File: src/rtl/lstm_fixed_pkg.sv
// Shared Q8.8 fixed-point definitions for the LSTM datapath.
// Constants, stage bundles and saturating helpers.
package lstm_fixed_pkg;

    localparam int Q_W    = 16;
    localparam int Q_FRAC = 8;

    localparam logic [Q_W-1:0] ONE  = 16'h0100;
    localparam logic [Q_W-1:0] HALF = 16'h0080;
    localparam logic [Q_W-1:0] LSB  = 16'h0001;

    localparam logic [Q_W-1:0] BP1 = 16'h0100;
    localparam logic [Q_W-1:0] BP2 = 16'h0260;
    localparam logic [Q_W-1:0] BP3 = 16'h0500;

    localparam logic [Q_W-1:0] IC0 = HALF;
    localparam logic [Q_W-1:0] IC1 = 16'h00A0;
    localparam logic [Q_W-1:0] IC2 = 16'h00D8;

    localparam logic [Q_W-1:0] SAT_MAX = 16'h7FFF;
    localparam logic [Q_W-1:0] SAT_MIN = 16'h8000;

    typedef enum logic {
        FUNC_SIGMOID = 1'b0,
        FUNC_TANH    = 1'b1
    } func_e;

    typedef enum logic [1:0] {
        SEG_LIN0 = 2'd0,
        SEG_LIN1 = 2'd1,
        SEG_LIN2 = 2'd2,
        SEG_SAT  = 2'd3
    } seg_e;

    typedef struct packed {
        logic [Q_W-1:0] mag;
        logic           neg;
        func_e          func;
    } s1_t;

    typedef struct packed {
        logic [Q_W-1:0] s;
        seg_e           seg;
        logic           neg;
        func_e          func;
    } s2_t;

    // Magnitude of a signed word; the most negative value clips to SAT_MAX.
    function automatic logic [Q_W-1:0] sat_abs(input logic [Q_W-1:0] x);
        logic [Q_W-1:0] r;
        if (x == SAT_MIN) begin
            r = SAT_MAX;
        end else if (x[Q_W-1]) begin
            r = ~x + LSB;
        end else begin
            r = x;
        end
        return r;
    endfunction

    // Doubles a non-negative magnitude, clipping at SAT_MAX.
    function automatic logic [Q_W-1:0] sat_dbl(input logic [Q_W-1:0] a);
        logic [Q_W-1:0] r;
        if (a[Q_W-1] || a[Q_W-2]) begin
            r = SAT_MAX;
        end else begin
            r = {a[Q_W-2:0], 1'b0};
        end
        return r;
    endfunction

endpackage

File: src/rtl/pwl_sigmoid_core.sv
// Piecewise-linear sigmoid for a non-negative Q8.8 magnitude.
// Purely combinational; also reports which segment was used.
module pwl_sigmoid_core
    import lstm_fixed_pkg::*;
(
    input  logic [Q_W-1:0] a,
    output logic [Q_W-1:0] s,
    output seg_e           seg
);

    // Pick the segment by breakpoint, highest first.
    always_comb begin
        seg = SEG_LIN0;
        if (a >= BP3) begin
            seg = SEG_SAT;
        end else if (a >= BP2) begin
            seg = SEG_LIN2;
        end else if (a >= BP1) begin
            seg = SEG_LIN1;
        end else begin
            seg = SEG_LIN0;
        end
    end

    // Evaluate the selected line with truncating shifts.
    always_comb begin
        s = IC0;
        unique case (seg)
            SEG_SAT:  s = ONE;
            SEG_LIN2: s = (a >> 5) + IC2;
            SEG_LIN1: s = (a >> 3) + IC1;
            SEG_LIN0: s = (a >> 2) + IC0;
            default:  s = IC0;
        endcase
    end

endmodule

File: src/rtl/gate_activation.sv
// Three-stage Q8.8 sigmoid/tanh activation with valid/ready on both sides.
// S1: magnitude/doubling, S2: PWL sigmoid, S3: sign and tanh rescale.
module gate_activation
    import lstm_fixed_pkg::*;
#(
    parameter int DATA_WIDTH  = Q_W,
    parameter int FRACT_WIDTH = Q_FRAC
) (
    input  logic                  clk,
    input  logic                  rst_n,
    input  logic                  in_valid,
    output logic                  in_ready,
    input  logic [DATA_WIDTH-1:0] in_data,
    input  logic                  in_func,
    output logic                  out_valid,
    input  logic                  out_ready,
    output logic [DATA_WIDTH-1:0] out_data
);

    localparam logic [Q_W-1:0] UNIT     = Q_W'(1 << FRACT_WIDTH);
    localparam logic [Q_W-1:0] NEG_UNIT = ~UNIT + LSB;

    logic v1;
    logic v2;
    logic v3;
    logic ld1;
    logic ld2;
    logic ld3;

    s1_t            s1_d;
    s1_t            s1_q;
    s2_t            s2_d;
    s2_t            s2_q;
    logic [Q_W-1:0] res_d;
    logic [Q_W-1:0] res_q;
    logic [Q_W-1:0] tval;
    logic [Q_W-1:0] core_s;
    seg_e           core_seg;

    // A stage may load when empty or when its contents move on.
    always_comb begin
        ld3 = !v3 || out_ready;
        ld2 = !v2 || ld3;
        ld1 = !v1 || ld2;
    end

    assign in_ready  = ld1;
    assign out_valid = v3;
    assign out_data  = res_q;

    // Stage 1 input: magnitude, sign, and tanh doubling.
    always_comb begin
        s1_d      = '0;
        s1_d.neg  = in_data[DATA_WIDTH-1];
        s1_d.func = func_e'(in_func);
        s1_d.mag  = sat_abs(in_data);
        if (s1_d.func == FUNC_TANH) begin
            s1_d.mag = sat_dbl(s1_d.mag);
        end
    end

    pwl_sigmoid_core u_core (
        .a   (s1_q.mag),
        .s   (core_s),
        .seg (core_seg)
    );

    // Stage 2 input: core result plus carried sign/func.
    always_comb begin
        s2_d      = '0;
        s2_d.s    = core_s;
        s2_d.seg  = core_seg;
        s2_d.neg  = s1_q.neg;
        s2_d.func = s1_q.func;
    end

    // Stage 3 input: apply sign and the tanh 2s-1 rescale.
    always_comb begin
        res_d = '0;
        tval  = {s2_q.s[Q_W-2:0], 1'b0} - UNIT;
        if (s2_q.seg == SEG_SAT) begin
            if (s2_q.func == FUNC_TANH) begin
                res_d = s2_q.neg ? NEG_UNIT : UNIT;
            end else begin
                res_d = s2_q.neg ? '0 : UNIT;
            end
        end else if (s2_q.func == FUNC_TANH) begin
            res_d = s2_q.neg ? (~tval + LSB) : tval;
        end else begin
            res_d = s2_q.neg ? (UNIT - s2_q.s) : s2_q.s;
        end
    end

    // Valid bits advance with their stage loads.
    always_ff @(posedge clk or negedge rst_n) begin
        if (!rst_n) begin
            v1 <= 1'b0;
            v2 <= 1'b0;
            v3 <= 1'b0;
        end else begin
            if (ld1) v1 <= in_valid;
            if (ld2) v2 <= v1;
            if (ld3) v3 <= v2;
        end
    end

    // Stage 1 register; only real items overwrite it.
    always_ff @(posedge clk or negedge rst_n) begin
        if (!rst_n) begin
            s1_q <= '0;
        end else if (ld1 && in_valid) begin
            s1_q <= s1_d;
        end
    end

    // Stage 2 register.
    always_ff @(posedge clk or negedge rst_n) begin
        if (!rst_n) begin
            s2_q <= '0;
        end else if (ld2 && v1) begin
            s2_q <= s2_d;
        end
    end

    // Stage 3 register; holds steady while the consumer stalls.
    always_ff @(posedge clk or negedge rst_n) begin
        if (!rst_n) begin
            res_q <= '0;
        end else if (ld3 && v2) begin
            res_q <= res_d;
        end
    end

endmodule

File: config.mk
export PLATFORM = sky130hd
export DESIGN_NAME = gate_activation
export DESIGN_NICKNAME = d
export VERILOG_FILES = /design/src/rtl/lstm_fixed_pkg.sv /design/src/rtl/pwl_sigmoid_core.sv /design/src/rtl/gate_activation.sv
export SDC_FILE = /design/constraint.sdc
export NUM_CORES = 1
export LEC_CHECK = 0
export CORE_ASPECT_RATIO = 2
export CORE_UTILIZATION = 39
export CTS_BUF_LIST = sky130_fd_sc_hd__clkbuf_16
export DETAILED_ROUTE_END_ITERATION = 8
export PLACE_DENSITY = 0.58
export SLEW_MARGIN = 20
export SYNTH_ARGS = -nofsm -noshare
export SYNTH_HDL_FRONTEND = slang
export SYNTH_SLANG_ARGS = --single-unit
File: constraint.sdc
create_clock -name clk -period 6.6 [get_ports clk]
set_clock_uncertainty 0.05 [all_clocks]
set_input_delay 0.66 -clock clk [delete_from_list [all_inputs] [get_ports clk]]
set_output_delay 0.66 -clock clk [all_outputs]
set_load 0.03 [all_outputs]
# --- After elaboration in Yosys (flattened, before gate mapping) ---
# Cells that the tools add are included.
classes:
  mux: 15
  reduce_logical: 11
  order_cmp: 3
  n_eq_ne: 5
  n_addsub: 7
  bitwise: 2
ops:
  columns: ["operator", "n"]
  rows:
  - ["16-bit 2-to-1 mux", 10]
  - ["16-bit case mux with 4 select lines", 1]
  - ["16-bit by 1-bit adder with 16-bit output (second input constant)", 2]
  - ["16-bit NOT", 2]
  - ["16-bit == test (second input constant)", 1]
  - ["16-bit by 10-bit greater-or-equal comparator with 1-bit output (second input constant)", 1]
  - ["16-bit by 11-bit greater-or-equal comparator with 1-bit output (second input constant)", 1]
  - ["16-bit by 9-bit greater-or-equal comparator with 1-bit output (second input constant)", 1]
  - ["16-bit by 9-bit subtractor with 16-bit output (second input constant)", 1]
  - ["9-bit by 16-bit subtractor with 16-bit output (first input constant)", 1]
  - ["14-bit by 8-bit adder with 15-bit output (second input constant)", 1]
  - ["13-bit by 8-bit adder with 14-bit output (second input constant)", 1]
  - ["11-bit by 8-bit adder with 12-bit output (second input constant)", 1]
  - ["9-bit 2-to-1 mux", 1]
  - ["2-bit == test (second input constant)", 3]
  - ["1-bit logical OR", 4]
  - ["2-bit 2-to-1 mux", 2]
  - ["1-bit logical AND", 3]
  - ["1-bit zero test", 3]
  - ["2-bit by 1-bit == test with 1-bit output (second input constant)", 1]
  - ["2-bit zero test", 1]
  - ["1-bit 2-to-1 mux", 1]
word_totals:
  wordCells: 54
  ff_bits: 57
  out_inout_bits: 18
  input_bits: 21

# --- Longest topological paths before layout ---
# Gate-level depths: netlist of the first run.
logic_depth:
  depth_word: 7
  ltp_mapped: 10
  depth_no_buf: 8

# --- Cells and area by module ---
# From an unflattened synthesis of the first run, not the netlist that was laid out.
hier_totals:
  cells_unflattened: 438
  hier_area_um2: 4052.6
modules_own_cells:
  columns: ["module", "n_inst", "cells_each", "seq_area_each_um2", "area_each_um2"]
  rows:
  - ["gate_activation", 1, 365, 1426.4, 3529.6]
  - ["pwl_sigmoid_core", 1, 73, 0.0, 523.0]

# --- Worst setup path before layout of the first run ---
# Ideal clock, no wire load.
synth_path:
  path_kind: "input -> register"
  start: "in in_data[1]"
  end: "reg s1_q[10] in the netlist's numbering"
  t_arrival_ns: 2.242
  cell_stages: 10
  slack_ns: 4.225
  setup_time_ns: 0.083
  n_path_buf: 2
  required_time_ns: 6.467
  cell_sequence: "inv_1 > ha_1 > or3b_1 > clkbuf_1 > nor3_1 > a21oi_1 > o21ai_1 > buf_2 > o221ai_1 > o21ai_0"
synth_via:
  elab_chain_cells: 7
  word_cells_on_any_way: 8
  classes_between: "add/sub (1); eq/ne (1); mux (4); bitwise (1); reduce/logical (1)"
synth_lines:
  columns: ["item", "line_no", "rtl"]
  rows:
  - ["start, declared", "gate_activation.sv:13", "input logic [DATA_WIDTH-1:0] in_data,"]
  - ["16-bit NOT", "lstm_fixed_pkg.sv:54", "r = ~x + LSB;"]
  - ["16-bit by 1-bit adder with 16-bit output", "lstm_fixed_pkg.sv:54", null]
  - ["16-bit 2-to-1 mux", "lstm_fixed_pkg.sv:53", "end else if (x[Q_W-1]) begin"]
  - ["16-bit 2-to-1 mux *", "lstm_fixed_pkg.sv:51", "if (x == SAT_MIN) begin"]
  - ["1-bit logical OR", "lstm_fixed_pkg.sv:64", "if (a[Q_W-1] || a[Q_W-2]) begin"]
  - ["16-bit 2-to-1 mux", "lstm_fixed_pkg.sv:64", null]
  - ["16-bit 2-to-1 mux *", "gate_activation.sv:57", "if (s1_d.func == FUNC_TANH) begin"]
  - ["end signal, assigned", "gate_activation.sv:110", "s1_q <= '0;"]
  - ["end signal, assigned", "gate_activation.sv:112", "s1_q <= s1_d;"]
  - ["end, declared", "gate_activation.sv:31", "s1_t s1_q;"]
# Mark *: on every way between the ends. The rest lies on a longest branch, timed or not.
# A chain may end at the register's enable or synchronous reset.

# --- Final worst setup path of the first run ---
layout_path:
  start: "in in_data[0]"
  end: "reg s1_q[14] in the netlist's numbering"
# Same word-level chain as after synthesis.

==> flow_summary.yaml, run 1 <==
sta:
  tightest_slew_ns: 0.9516
  setup_slack_ns: 3.443
  slew-limit-headroom: 0.3614
  maxSlewViolCount: 0
  fin_hold_ws_ns: 0.4171
  fin_crit_sh: 0.4784
  setup_viol: 0
  report.final.hold_viol_count: 0
  period_needed_ns: 3.157
  tns_ns: 0
  max_freq_mhz: 316.7
  rsz0062_at_grt: "false"
die:
  die_y_um: 141.3
  core_um2: 9384
  rows: 50
  die-area_um2: 10130
  die_w_um: 71.67
  io_pins: 39
  initial_core_util: 0.4035
logic_synthesis:
  synth-seq-cells: 56
  synth-edff-count: 0
  yosysWarnings: 0
  syn_nets: 477
  ys.flop_type: "dfrtp_1"
  syn_area_um2: 3786
  synthArstFlopShare: 1.000
  ys_seq_area_frac: 0.3701
  postSynthCellCount: 444
  synth.distinct_cells: 63
  syn_avg_cell_area_um2: 8.527
route:
  wl_met2_mm: 5.501
  viasPerCell: 5.687
  wl_met3_um: 103
  drt_pass1_iterations: 4
  routed_wl_mm: 9.119
  vias: 3247
  ant_nets: 0
  wire_per_inst_um: 15.97
  wl_met1_mm: 3.233
  initialDrtViolationCount: 152
  drc: 0
  routed.top_layer: "met4"
grt:
  antenna_found_initial: 0
  grt_pass1_wl_mm: 15.52
  globalRouteTotalUtil: 0.1941
  grt_start_max_net_pins: 57
  grt_pass1_vias: 3297
  grt_overflow_total: 0
worst_setup_path:
  arrival_ns: 3.31
  worstSetupEndpointType: "flop"
  crit_path_cell_trace: "clkdlybuf4s50_1, inv_1, ha_1, or3b_1, nor3_1, a21oi_1, o21ai_1, nor2_1, o31ai_1"
  critPathSlowestCell: "o21ai_1"
  worstSetupPathType: "input pin to flop"
  crit_required_ns: 6.75
  worst_setup_path_start_kind: "input pin"
  cp_top_family: "compound AO/OA/AOI/OAI gates"
  cp.depth: 9
  cp_max_fo: 14
  cp_num_buf_inv: 2
  critPathMaxStageDelay_ns: 0.76
  rr_worst_depth: 8
cells_and_area:
  regArea_um2: 1401
  final.fill_count: 973
  final_util: 0.4629
  area_growth_pct: 14.74
  diodes: 0
  multi_input_area_um2: 2232
  nets: 500
  drive_above_1_share: 0.04925
  final_cell_area_um2: 4344
clock_network:
  cts_hold_buf: 0
  numCtsBuffers: 5
  clock_latency_ns: 0.30
  cts_resized: 0
  cts_tree: "yes"
  cts-htree-levels: 2
  cts_sinks: 56
  cts-root-buf: "clkbuf_16"
  cts_buffer_depth: 2
  cts_setup_buffers: 0
  cts.reportedPaths.clkPinSlew_ns: 0.07
placement:
  placed_area_um2: 4207
  gp_congestion: 0.9474
  io_buffer_count: 38
  dp_hpwl_mm: 7.151
  pre_cts_slack_ns: 3.187
hold_path:
  hp-class: "flop to flop"
  min_delay_path_depth: 2
run:
  drv_cap: 0
power:
  p_per_area_nw_per_um2: 283.2
  max-vdd-ir-drop_mv: 0.1474
  power_leakage_nw: 1.821
outcome:
  status: "finished clean"
## registers in the layout (all words and copies together) (netlist names)
| register | count |
|---|---|
| v2 | 1 |
| s1_q | 18 |
| v1 | 1 |
| s2_q | 19 |
| out_data | 16 |
| out_valid | 1 |
## area by class of cell
class / count / share of cell area
multi-input cells: 349 / 0.5138
flip-flops and latches: 56 / 0.3226
repair buffers: 39 / 0.08813
well taps: 104 / 0.02995
clock buffers: 5 / 0.02880
inverters: 16 / 0.01382
clock inverters: 2 / 0.002880
## layout by cell type, fill, tap and decap left out, drive strengths merged, types with 6 or more instances in the layout
master,count
a31oi,7
xor2,10
mux2i,7
o21ai,45
inv,16
mux2,6
o31ai,9
nor3,14
nor2,31
a221oi,6
nand2b,9
xnor2,29
and2,8
nand3,9
clkdlybuf4s50,37
dfrtp,56
ha,12
o22ai,8
nand2,66
or3,6
a21oi,15
## worst paths after layout
check,start,to,slack [ns]
min,out_data[0],out_data[0],0.42
max in group asynchronous,rst_n,s2_q[9],5.58
max reg2reg,s2_q[11],out_data[12],4.14
min reg2reg,out_data[0],out_data[0],0.42
max,in_data[0],s1_q[14],3.44
min in group asynchronous,rst_n,out_data[14],0.46
## metal layers
| layer | track usage | up-vias |
|---|---|---|
| li1 | - | 1629 |
| met1 | 0.1816 | 1542 |
| met2 | 0.4027 | 55 |
| met3 | 0.01207 | 21 |
| met4 | 0.09185 | 0 |
| met5 | 0 | - |
## tightest hold or removal path, cell delays in order (launching register included)
cell     delay [ns]
dfrtp_1        0.34
nand2_1        0.05
nand2_1        0.05
## synth_stat cells, types with 3 or more instances
cell type	n	share of area
nand3_1	8	0.011
nor2b_1	5	0.0083
clkbuf_1	20	0.020
or3_1	5	0.0083
nor2_1	31	0.031
o221ai_1	4	0.0093
nand2_1	65	0.064
xor2_1	10	0.023
dfrtp_1	56	0.37
a22oi_1	3	0.0059
mux2i_1	7	0.019
o31ai_1	9	0.018
o21ai_0	23	0.030
a221oi_1	5	0.012
nand2b_1	9	0.015
inv_1	16	0.016
o21ai_1	22	0.029
nand3b_1	3	0.0059
a31oi_1	7	0.012
mux2_1	3	0.0089
xnor2_1	29	0.067
nor3_1	12	0.016
o41ai_1	3	0.0069
mux2_2	3	0.0089
o22ai_1	8	0.013
a21oi_1	15	0.020
and2_1	8	0.013
ha_1	12	0.040
a22o_1	3	0.0069
## cells by family after synthesis
family	synth area share
and+or+nand+nor	0.2208
AOI/OAI and AO/OA	0.2026
DFF	0.3701
xor gates and xnor gates	0.09022
buffers and inverters	0.04032
muxes	0.03635
adders and majority gates	0.03966
## where the power goes
group / internal (mW) / total (mW) / leakage [nW] / switching, mW
clock: 0.138 / 0.262 / 0.0657 / 0.124
sequential: 0.408 / 0.477 / 0.694 / 0.0697
combinational: 0.208 / 0.491 / 1.06 / 0.283
total: 0.754 / 1.23 / 1.82 / 0.476
## stage by stage
stage          power [mW]  cells
2_1_floorplan      0.8114    444
3_3_place_gp       0.9670    564
3_5_place_dp       0.9773    564
4_1_cts             1.242    571
5_1_grt             1.314    571
6_report            1.230    571
Power figures use the tool's default switching activity.
==> run 2, diff against run 1 <==
clock period = 3.1 ns   (was 6.6 ns; I/O delays follow)
==> run 2 against run 1 <==
Global-route usage increased by 0.19 points. Sequential power up 110%. Core utilization increased by 1.2 points. Register-to-register slack got worse by 3.5 ns. Die area is the same. Worst hold slack got worse by 0.00094 ns. Cell count up 1.9%. Flip-flop and latch count unchanged. Worst setup slack worse by 2.8 ns. Total power is 120% higher. Critical path depth is 1 lower.
==> flow_summary.yaml, run 2 (same netlist as run 1, synthesis figures left out) <==
die:
  io_pins: 39
  initial_core_util: 0.4035
  rows: 50
  die-area_um2: 10130
  die_w_um: 71.67
  core_um2: 9384
  die_y_um: 141.3
sta:
  max_freq_mhz: 412.2
  report.final.hold_viol_count: 0
  rsz0062_at_grt: "false"
  fin_crit_sh: 0.7826
  slew-limit-headroom: 0.4733
  period_needed_ns: 2.426
  maxSlewViolCount: 0
  tightest_slew_ns: 0.7819
  setup_viol: 0
  tns_ns: 0
cells_and_area:
  area_growth_pct: 17.68
  final_cell_mix: "nand2_1, dfrtp_1, clkdlybuf4s50_1, nor2_1, xnor2_1"
  diodes: 0
  final_common_cell: "nand2_1"
  final_cell_area_um2: 4456
  drive_above_1_share: 0.06904
  largest_register_ffs: 19
  regMostFlops: "s2_q"
  final_util: 0.4748
  nets: 510
grt:
  grt_pass1_wl_mm: 15.57
  globalRouteTotalUtil: 0.1961
  antenna_found_initial: 0
  grt_pass1_vias: 3390
  grt_overflow_total: 0
  grt_start_max_net_pins: 31
route:
  ant_nets: 0
  wire_per_inst_um: 15.35
  drc: 0
  vias: 3265
  drt_pass1_iterations: 4
  viasPerCell: 5.610
  initialDrtViolationCount: 158
  routed_wl_mm: 8.935
placement:
  dp_hpwl_mm: 7.247
  gp_congestion: 0.9244
  placed_area_um2: 4274
  io_buffer_count: 38
worst_setup_path:
  worstSetupEndpointType: "flop"
  arrival_ns: 2.56
  rr_worst_depth: 8
  crit_required_ns: 3.24
  worst_setup_path_start_kind: "flop"
  cp_max_fo: 9
  worstSetupPathType: "flop to flop"
clock_network:
  cts-root-buf: "clkbuf_16"
  cts_setup_buffers: 0
  cts_buffer_depth: 2
  cts_sinks: 56
  cts.reportedPaths.clkPinSlew_ns: 0.07
  numCtsBuffers: 5
  cts_resized: 0
  cts-htree-levels: 2
  clock_latency_ns: 0.30
  cts_tree: "yes"
hold_path:
  hp-class: "flop to flop"
  min_delay_path_depth: 2
power:
  p_per_area_nw_per_um2: 616.7
  max-vdd-ir-drop_mv: 0.2374
  power_leakage_nw: 1.883
outcome:
  status: "finished clean"
run:
  drv_cap: 0
[run 2: critical path, cell delays in order (launching register included)]
cell      delay [ns]
dfrtp_1         0.52
inv_1           0.16
ha_1            0.31
xnor2_1         0.35
nand4_1         0.23
o21ai_0         0.25
xnor2_1         0.09
a221oi_1        0.28
nor2_1          0.06
[run 2: final timing paths]
| path | startpoint | endpoint | slack (ns) |
|---|---|---|---|
| max reg2reg | s2_q[11] | out_data[12] | 0.67 |
| min reg2reg | out_data[0] | out_data[0] | 0.42 |
| min | out_data[0] | out_data[0] | 0.42 |
| min in group asynchronous | rst_n | out_data[14] | 0.50 |
| max in group asynchronous | rst_n | s2_q[6] | 1.67 |
| max | s2_q[11] | out_data[12] | 0.67 |
[run 2: what timing repair did]
item                       CTS  global route
hold endpoints to repair    26             0
setup endpoints to repair    0             0
hold buffers                 1             0
[run 2: power breakdown]
part           internal, mW  switching [mW]
registers             0.868           0.129
clock network         0.385           0.279
logic                 0.464           0.624
[run 2: layout make-up]
| cell class | instances | area (µm²) |
|---|---|---|
| Timing Repair Buffer | 49 | 460.4 |
| Tap cell | 104 | 130.1 |
| Multi-Input combinational cell | 349 | 2232 |
| Fill cell | 941 | 4928 |
| Sequential cell | 56 | 1401 |
| Clock buffer | 5 | 125.1 |
| Clock inverter | 3 | 46.29 |
| Inverter | 16 | 60.06 |
[run 2: layer usage]
layer | wire [µm] | vias up | track usage | part of all wire
met1 | 3093 | 1522 | 0.1786 | 0.35
met3 | 147 | 24 | 0.01847 | 0.016
met5 | 0 | - | 0 | 0
li1 | - | 1648 | - | -
met2 | 5302 | 71 | 0.3898 | 0.59
met4 | 391 | 0 | 0.1300 | 0.044
[run 2: per-stage QoR]
step	total power [mW]	std cells	worst slack (ns)	hold slack [ns]
after floorplan	1.727	444	1.005	-0.03559
after global placement	2.084	573	0.5564	0.3024
after detailed placement	2.105	573	0.5054	0.3054
after CTS	2.778	582	0.6606	0.4249
after global routing	2.922	582	0.4153	0.4579
final	2.748	582	0.6741	0.4161
==> run 3, diff against run 2 <==
clock period = 2.42 ns   (was 3.1 ns; I/O delays follow)
==> run 3 against run 2 <==
Maximum frequency is 8.2% higher. Sequential power is 25% higher. First-iteration DRC count is 5.1% higher. Critical endpoint is now out_data[15]. Combinational power is 39% higher. Worst hold slack hardly changed.
==> flow_summary.yaml, run 3 (same netlist as run 1, synthesis figures left out) <==
run:
  drv_cap: 0
worst_setup_path:
  crit_path_cell_trace: "or3_4, or3_1, o41ai_2, a211oi_1, o31ai_1, nand2_1"
  cp_num_buf_inv: 0
  arrival_ns: 2.37
  cp_max_fo: 5
  critPathMaxStageDelay_ns: 0.44
  cp_top_family: "simple AND/OR/NAND/NOR gates"
  worstSetupPathType: "flop to flop"
  worst_setup_path_start_kind: "flop"
  worstSetupEndpointType: "flop"
  critPathSlowestCell: "dfrtp_1"
  crit_required_ns: 2.55
sta:
  fin_crit_sh: 0.9267
  tightest_slew_ns: 0.7226
  setup_slack_ns: 0.1775
  fin_hold_ws_ns: 0.4166
  max_freq_mhz: 445.9
  maxSlewViolCount: 0
  slew-limit-headroom: 0.5132
  report.final.hold_viol_count: 0
  period_needed_ns: 2.243
  rsz0062_at_grt: "false"
  setup_viol: 0
power:
  p_clk_frac: 0.205
  p_int_mw: 2.162
  p_total_mw: 3.482
  power_leakage_nw: 2.017
  combPwrFrac: 0.435
  swShare: 0.3792
  power_frac_seq: 0.360
  p_per_area_nw_per_um2: 747.6
  max-vdd-ir-drop_mv: 0.3152
  p_sw_mw: 1.321
clock_network:
  cts_buffer_depth: 2
  clock_latency_ns: 0.30
  cts_tree: "yes"
  numCtsBuffers: 5
  cts-htree-levels: 2
  cts-root-buf: "clkbuf_16"
  cts_setup_buffers: 0
  cts.reportedPaths.clkPinSlew_ns: 0.07
  cts_sinks: 56
placement:
  pre_cts_slack_ns: -0.03700
  dp_cells: 601
  io_buffer_count: 38
  dp_hpwl_mm: 7.780
  gp_congestion: 0.9366
route:
  vias: 3374
  drt_pass1_iterations: 4
  routed_wl_mm: 9.422
  wire_per_inst_um: 15.45
  initialDrtViolationCount: 166
  viasPerCell: 5.531
  ant_nets: 0
  drc: 0
die:
  initial_core_util: 0.4035
  io_pins: 39
  die-area_um2: 10130
  die_y_um: 141.3
  core_um2: 9384
  rows: 50
  die_w_um: 71.67
cells_and_area:
  diodes: 0
  area_growth_pct: 23.03
  nets: 538
  final_cell_mix: "nand2_1, dfrtp_1, clkdlybuf4s50_1, buf_4, nor2_1"
  final_common_cell: "nand2_1"
  largest_register_ffs: 19
  drive_above_1_share: 0.1186
  regMostFlops: "s2_q"
  final_util: 0.4964
  final_cells: 610
grt:
  grt_pass1_vias: 3460
  globalRouteTotalUtil: 0.2017
  grt_overflow_total: 0
  antenna_found_initial: 0
  grt_pass1_wl_mm: 15.92
  grt_start_max_net_pins: 31
hold_path:
  hp-class: "flop to flop"
outcome:
  status: "finished clean"
run 3: cell types whose count changed in the layout (fill, tap and decap cells not counted):
| cell | previous run | this run |
|---|---|---|
| buf_12 | 0 | 2 |
| buf_4 | 10 | 36 |
| bufinv_16 | 1 | 0 |
| clkinv_1 | 0 | 1 |
| clkinv_2 | 0 | 2 |
| clkinvlp_4 | 1 | 0 |
| inv_6 | 1 | 0 |
| o21ai_0 | 23 | 22 |
| o21ai_1 | 22 | 23 |
run 3: worst paths after layout:
check | startpoint | end | slack [ns] | depth (start not counted)
min in group asynchronous | rst_n | out_data[14] | 0.46 | 2
setup / recovery | s2_q[8] | out_data[15] | 0.18 | 6
max in group asynchronous | rst_n | s1_q[3] | 1.27 | 3
hold reg to reg | out_data[0] | out_data[0] | 0.42 | 2
hold / removal | out_data[0] | out_data[0] | 0.42 | 2
setup reg to reg | s2_q[8] | out_data[15] | 0.18 | 6
run 3: stage by stage:
stage	instance area, µm²	TNS (ns)
after floorplan	3786	0
after CTS	4658	0
after detailed placement	4509	-0.07533
final	4658	0
after global routing	4658	0
after global placement	4509	0
run 3: area by class of cell:
class | count | area [µm²]
fillers | 953 | 4726
multi-input cells | 349 | 2232
flip-flops and latches | 56 | 1401
repair buffers | 77 | 695.7
well taps | 104 | 130.1
clock buffers | 5 | 125.1
inverters | 16 | 60.06
clock inverters | 3 | 13.76
run 3: power by group through the flow:
stage / clock, mW / combinational [mW] / sequential, mW
after floorplan: 0 / 0.770 / 1.44
after global placement: 0 / 1.50 / 1.27
after detailed placement: 0 / 1.52 / 1.28
after CTS: 0.742 / 1.53 / 1.26
after global routing: 0.767 / 1.67 / 1.28
final: 0.712 / 1.52 / 1.25
run 3: what timing repair did:
| item | 4_1_cts | 5_1_grt |
|---|---|---|
| endpoints found under the setup margin | 0 | 1 |
| resized for setup | 0 | 1 |
| hold buffers | 1 | 0 |
| hold endpoints to repair | 27 | 0 |
run 3: routing by layer:
layer	GRT usage	part of all wire	up-vias
met5	0	0	-
met4	0.1538	0.063	0
met3	0.01847	0.015	32
met2	0.4111	0.60	68
li1	-	-	1698
met1	0.1660	0.33	1576
run 3: worst register-to-register path, delay by kind of cell, from the launching register on:
kind	cells	cell delay (ns)
and+or+nand+nor	3	0.92
DFF	1	0.44
AOI/OAI and AO/OA	3	0.72
